[config.mk]
export PLATFORM = sky130hd
export DESIGN_NAME = mult_sched
export DESIGN_NICKNAME = d
export VERILOG_FILES = /design/src/rtl/mult_sched.sv
export SDC_FILE = /design/constraint.sdc
export NUM_CORES = 1
export LEC_CHECK = 0
export ABC_CLOCK_PERIOD_IN_PS = 4760
export BUFFER_PORTS_ARGS = -buffer_cell sky130_fd_sc_hd__clkbuf_2
export CAP_MARGIN = 25
export CORE_ASPECT_RATIO = 0.5
export CORE_UTILIZATION = 40
export CTS_CLUSTER_SIZE = 25
export DETAILED_ROUTE_END_ITERATION = 10
export GPL_ROUTABILITY_DRIVEN = 0
export PLACE_DENSITY = 0.65
export SLEW_MARGIN = 5
export SYNTH_ARGS = -nofsm -noshare
export SYNTH_HDL_FRONTEND = slang
export SYNTH_SLANG_ARGS = --single-unit
[constraint.sdc]
create_clock -name CLK -period 4.76 [get_ports CLK]
set_clock_uncertainty 0.1 [all_clocks]
set_input_delay 0.714 -clock CLK [delete_from_list [all_inputs] [get_ports CLK]]
set_output_delay 0.714 -clock CLK [all_outputs]
set_load 0.05 [all_outputs]
[src/rtl/mult_sched.sv]
// mult_sched: arbitrates between two source FIFOs. It reads one operand pair
// at a time, multiplies the 8-bit halves, and writes the 16-bit product with
// its source tag to a result FIFO. It also keeps per-source result counters
// and a sticky flag that records a read whose data never arrived.
module mult_sched #(
    parameter int BURST = 1,   // max back-to-back grants to one source under contention (1..15)
    parameter int CNT_W = 16   // width of the per-source result counters
) (
    input  logic             CLK,
    input  logic             RST,
    input  logic             EMPTY0,
    input  logic             EMPTY1,
    input  logic             VALID0,
    input  logic             VALID1,
    input  logic [15:0]      DIN0,
    input  logic [15:0]      DIN1,
    output logic             RD0,
    output logic             RD1,
    input  logic             OFULL,
    input  logic             OAFULL,
    output logic             WR_OUT,
    output logic [15:0]      DOUT,
    output logic             TAG,
    output logic [CNT_W-1:0] CNT0,
    output logic [CNT_W-1:0] CNT1,
    output logic             ERR
);

    typedef enum logic [1:0] {IDLE, RDREQ, WAITV, WRITE} state_t;

    localparam logic [3:0] BURST_L = 4'(BURST);

    state_t      state;
    state_t      state_nx;
    logic        last;        // most recently granted source
    logic [3:0]  gcnt;        // consecutive grants to 'last', 0 only before the first grant
    logic        gsel;        // source owning the transaction in flight
    logic [1:0]  wait_cnt;    // WAITV cycles already spent without VALID

    logic        elig0;
    logic        elig1;
    logic        keep;
    logic        grant;
    logic        sel_valid;
    logic [15:0] sel_din;
    logic [15:0] product;

    logic        do_grant;
    logic        do_capture;
    logic        do_timeout;
    logic        do_write;

    assign elig0 = !EMPTY0 && !OAFULL;
    assign elig1 = !EMPTY1 && !OAFULL;

    // Stay with the previous source while its run is short of BURST. Before
    // the first grant gcnt is 0, so a contended start goes to ~last, i.e. source 0.
    assign keep  = (gcnt != 4'd0) && (gcnt != BURST_L);
    assign grant = (elig0 && elig1) ? (keep ? last : ~last) : elig1;

    assign sel_valid = gsel ? VALID1 : VALID0;
    assign sel_din   = gsel ? DIN1   : DIN0;
    assign product   = {8'd0, sel_din[15:8]} * {8'd0, sel_din[7:0]};

    // Next-state decode and one-cycle action strobes for the datapath.
    always_comb begin
        // NOTE: every output of this block is given a default first so no path leaves it unassigned and infers a latch.
        state_nx   = state;
        do_grant   = 1'b0;
        do_capture = 1'b0;
        do_timeout = 1'b0;
        do_write   = 1'b0;
        case (state)
            IDLE: begin
                if (elig0 || elig1) begin
                    state_nx = RDREQ;
                    do_grant = 1'b1;
                end
            end
            RDREQ: state_nx = WAITV;
            WAITV: begin
                if (sel_valid) begin
                    state_nx   = WRITE;
                    do_capture = 1'b1;
                end else if (wait_cnt == 2'd3) begin
                    state_nx   = IDLE;
                    do_timeout = 1'b1;
                end
            end
            WRITE: begin
                if (!OFULL) begin
                    state_nx = IDLE;
                    do_write = 1'b1;
                end
            end
            default: state_nx = IDLE;
        endcase
    end

    // State register; a synchronous reset abandons any transaction in flight.
    always_ff @(posedge CLK) begin
        // NOTE: state is updated with non-blocking assignments so every register samples pre-edge values.
        if (RST) state <= IDLE;
        else     state <= state_nx;
    end

    // Registered strobes, arbitration history, captured result, counters and error flag.
    always_ff @(posedge CLK) begin
        if (RST) begin
            RD0      <= 1'b0;
            RD1      <= 1'b0;
            WR_OUT   <= 1'b0;
            DOUT     <= 16'd0;
            TAG      <= 1'b0;
            CNT0     <= '0;
            CNT1     <= '0;
            ERR      <= 1'b0;
            last     <= 1'b1;
            gcnt     <= 4'd0;
            gsel     <= 1'b0;
            wait_cnt <= 2'd0;
        end else begin
            RD0    <= do_grant && !grant;
            RD1    <= do_grant &&  grant;
            WR_OUT <= do_write;

            if (do_grant) begin
                gsel <= grant;
                last <= grant;
                if (grant == last && gcnt != 4'd0)
                    gcnt <= (gcnt < BURST_L) ? gcnt + 4'd1 : gcnt;
                else
                    gcnt <= 4'd1;
            end

            wait_cnt <= (state == WAITV) ? wait_cnt + 2'd1 : 2'd0;

            if (do_capture) begin
                DOUT <= product;
                TAG  <= gsel;
            end

            if (do_timeout) ERR <= 1'b1;

            if (do_write) begin
                if (TAG) CNT1 <= CNT1 + 1'b1;
                else     CNT0 <= CNT0 + 1'b1;
            end
        end
    end

endmodule

## Yosys cells after proc, flatten, opt, wreduce, memory -nomap -nowiden

Index checks and enable logic that the tools add are counted.

- Output and inout port bits: 53
- Word-level logic and storage cells: 71
- Bits of input ports: 40
- Flip-flop bits (word level): 63

- Multiply operators: 1
- Reduce and logical (&&, ||, !) cells: 19
- Eq/ne operators: 10
- Mux-type cells: 20
- $add $sub $neg: 4
- $lt $le $gt $ge: 1
- Bitwise operators: 3

Operators by type and width:

| operator | count |
|---|---|
| $add A16 B1 Y16 const B | 2 |
| $mul A8 B8 Y16 | 1 |
| $mux W16 | 1 |
| $mux W1 | 12 |
| $mux W2 | 4 |
| $mux W4 | 2 |
| $pmux W2 S4 | 1 |
| $logic_and A1 B1 Y1 | 7 |
| $eq A2 B2 Y1 const B | 3 |
| $reduce_and A2 Y1 | 3 |
| $add A4 B1 Y4 const B | 1 |
| $logic_not A1 Y1 | 4 |
| $lt A4 B1 Y1 const B | 1 |
| $ne A2 B2 Y1 const B | 2 |
| $ne A4 B1 Y1 const B | 1 |
| $reduce_bool A4 Y1 | 1 |
| $ne A3 B3 Y1 const B | 1 |
| $not A1 Y1 | 3 |
| $reduce_and A3 Y1 | 1 |
| $add A2 B1 Y2 const B | 1 |
| $eq A2 B1 Y1 const B | 1 |
| $logic_not A2 Y1 | 1 |
| $ne A2 B1 Y1 const B | 1 |
| $reduce_or A2 Y1 | 1 |
| other kinds (2) | 2 |

## Logic depth before layout (Yosys ltp)

- Depth after elaboration: 8
- Gate-level depth with buffers: 18
- Mapped depth without buffers: 16

## Worst setup path after synthesis

No wires, ideal clock.

- Path type: register -> register
- Start: reg gsel
- End: reg DOUT[12]
- Path slack: -0.299 ns
- Stages on the path, launching flop included: 18
- Buffers on the path: 2
- Library setup time: 0.127 ns
- Arrival time: 4.832 ns
- Cells stage by stage: dfxtp_1 > buf_6 > buf_2 > mux2i_1 > or2_2 > fa_1 > fa_1 > inv_1 > fa_1 > inv_1 > fa_1 > inv_1 > ha_1 > o211ai_1 > o21ai_1 > a41oi_1 > and4b_1 > or3_1

- Word-level cells in the longest chain between the ends: 3
- Elaborated cells between the ends (all ways): 5
- Classes of those cells: mul (1); mux (4)

RTL lines:

| item | RTL line | text |
|---|---|---|
| from (decl) | 37 | `logic gsel;` |
| from (signal assigned) | 128 | `gsel <= grant;` |
| branches (longest 3 deep; another with $mul A8 B8 Y16) | - |  |
| to (signal assigned) | 139 | `DOUT <= product;` |
| to (decl) | 22 | `output logic [15:0] DOUT,` |

Parallel ways; which one is timed is not known.
A chain may end at the register's enable or synchronous reset.

## Worst setup path after layout

Same ends and word-level chain as after synthesis.

==> flow_summary.yaml <==
min_path:
  hp-class: "reg -> reg"
power:
  seqPwrFrac_pct: 21.1
  irDropWorstVdd_mv: 0.230
  p_leak_nw: 2.87
  clkPwrFrac_pct: 24.3
  power.density_mw_per_mm2: 413
  p_switching_mw: 1.02
  combPwrFrac_pct: 54.6
  internal-power_mw: 1.63
  swShare_pct: 38.6
die:
  die_area_mm2: 0.0126
  die_w_um: 158
  die_y_um: 79.8
  io_pins: 93
  core_mm2: 0.0114
  start_util_pct: 42.5
  std_cell_rows: 27
clock_network:
  cts_buffers: 9
  clkTransAtPathRegs_ns: 0.05
  clockRootBuffer: "clkbuf_16"
  cts.sinks: 63
  tritoncts: "yes"
  cts.path.max_buffers: 2
  h-tree-depth: 3
  clk-insertion-delay-late_ns: 0.32
route:
  ant_nets: 0
  viasPerCell: 4.89
  totalWireLength_mm: 11.5
  wl_per_cell_um: 13.3
  vias: 4219
  drt_first_pass_iters: 5
  drc: 0
  detail_route.iter0.violations: 121
critical_path:
  end_kind: "register"
  cp_max_fo: 8
  arrival_ns: 4.85
  cp_data_required_time_ns: 4.86
  cp-start-kind: "register"
  worstSetupPathType: "reg -> reg"
yosys:
  synth_edf_count: 0
  synth_top_cell_by_area: "dfxtp_1"
  syn-num-nets: 680
  yosys_warnings: 0
  synth-seq-cells: 63
  ys_types: 61
  synth_cells: 563
  netlist_area_mm2: 0.00484
  ys_seq_area_share_pct: 26.0
  synth_top_area_share_pct: 26.0
  async_reset_ff_share_pct: 0
  synth_area_per_cell_um2: 8.60
  synthFlopType: "dfxtp_1"
  synthMostInstantiatedCell: "nor2_1"
  synthTopCellsByCount: "99 x nor2_1, 63 x dfxtp_1, 61 x inv_1, 41 x ha_1, 36 x fa_1"
  synth_area_leaders: "dfxtp_1 26%, fa_1 15%, ha_1 11%"
sta:
  period_share_pct: 99.8
  layout_min_cycle_time_ns: 4.75
  slew_headroom_pct: 55.4
  grt_setup_unrepaired: "yes"
  slew_viol_final: 0
  worst_slew_pin_slew_ns: 0.670
  hold_slack_ns: 0.328
  hold_violations: 0
  fmax_ghz: 0.211
  setup_viol: 0
  tns_ns: 0
placement:
  portBuffers: 92
  dp_hpwl_mm: 8.74
  dp_cells: 837
cells_and_area:
  fin_cells: 863
  drive_gt1_share_pct: 29.8
  final_nets: 816
  num_antenna_cells: 0
  syn_to_final_growth_pct: 32.2
grt:
  grt_max_degree: 36
  first_global_vias: 4000
  overflow: 0
  antenna_found_initial: 0
  grt_pass1_wl_mm: 18.9
  track_usage_pct: 19.2
outcome:
  status: "completed"
flow_run:
  maxCapViolCount: 0
## flip-flops by register name, indices dropped and copies added, names as in the netlist
signal,flops
TAG,1
CNT0,16
ERR,1
state,2
WR_OUT,1
gcnt,4
RD1,1
last,1
wait_cnt,2
RD0,1
gsel,1
CNT1,16
DOUT,16
## worst max-delay path, cell delays in order, from the launching register on
cell and delay, ns:
dfxtp_4 0.38, buf_12 0.17, mux2i_4 0.20, buf_4 0.13
or2_4 0.22, fa_1 0.45, fa_1 0.52, inv_2 0.05
fa_1 0.53, inv_1 0.05, fa_1 0.50, inv_2 0.05
ha_4 0.27, o211ai_1 0.12, o21ai_2 0.20, a41oi_2 0.14
and4b_1 0.21, or3_1 0.33
## per-stage QoR
stage	util [%]	area (um2)	total power [mW]	worst slack, ns
after floorplan	-	4980	1.39	0.00566
after global placement	51.3	5840	1.82	-0.296
after detailed placement	51.3	5840	1.81	-0.249
after CTS	55.4	6300	2.56	0.00766
after global routing	56.2	6400	2.88	-0.202
final	56.2	6400	2.65	0.0110
## placed cells by master, fill, tap and decap left out, types with 4 or more instances in the layout
cell type,instances
a211oi_1,5
nor3_1,9
or3_1,8
mux2i_1,4
xor2_1,15
nand3b_1,5
or2_2,7
fa_1,35
xnor2_1,16
ha_1,39
nor2_1,98
dfxtp_1,62
inv_1,59
o21ai_0,12
buf_4,43
a21oi_1,26
nand4_1,6
or2_4,5
clkbuf_16,9
mux2i_4,13
nand3_1,15
clkbuf_2,92
nor3b_1,4
nand2_1,35
## routing by layer
| metal | GRT usage (%) | routed length, um | vias to the layer above |
|---|---|---|---|
| met1 | 25.6 | 5680 | 1979 |
| met4 | 5.83 | 107 | 0 |
| li1 | - | - | 2147 |
| met2 | 31.4 | 5190 | 86 |
| met3 | 3.75 | 482 | 7 |
| met5 | 0 | 0 | - |
## power by group through the flow
stage / clock network [mW] / registers, mW / logic (mW)
6_report: 0.643 / 0.559 / 1.44
5_1_grt: 0.688 / 0.560 / 1.63
4_1_cts: 0.663 / 0.559 / 1.34
3_5_place_dp: 0 / 0.570 / 1.24
3_3_place_gp: 0 / 0.569 / 1.25
2_1_floorplan: 0 / 0.609 / 0.777
## kinds of logic (layout without fill, tap and decap cells)
logic type,Yosys count,count (layout),share of synthesized area (%)
AOI/OAI and AO/OA,68,68,8.42
muxes,18,18,3.82
adders and majority gates,77,77,25.5
and+or+nand+nor,229,229,24.2
xor gates and xnor gates,32,32,5.79
buffers and inverters,76,217,6.20
DFF,63,63,26.0
## worst paths after layout
| path | endpoint | startpoint | cells past startpoint | slack, ns |
|---|---|---|---|---|
| setup / recovery | DOUT[12]$_SDFFE_PP0P_ | gsel$_SDFFE_PP0P_ | 17 | 0.01 |
| hold / removal | wait_cnt[0]$_SDFF_PP0_ | wait_cnt[0]$_SDFF_PP0_ | 1 | 0.33 |
| setup reg to reg | DOUT[12]$_SDFFE_PP0P_ | gsel$_SDFFE_PP0P_ | 17 | 0.01 |
| hold reg to reg | wait_cnt[0]$_SDFF_PP0_ | wait_cnt[0]$_SDFF_PP0_ | 1 | 0.33 |
## cell type report
type	instances	area [um2]
clock buffers	10	239
fillers	1052	4980
clock inverters	6	60.1
inverters	61	229
multi-input cells	424	3540
well taps	159	199
repair buffers	140	865
flip-flops and latches	63	1260
## timing repair
item                                    4_1_cts  5_1_grt
cloned                                        1        0
resized for setup                            20       13
endpoints found under the hold margin         0        0
endpoints found under the setup margin        4        8
pin swaps                                    13       19
buffers inserted                              5        6
hold buffers                                  0        0
No activity file was read; power rests on OpenSTA's default activity.
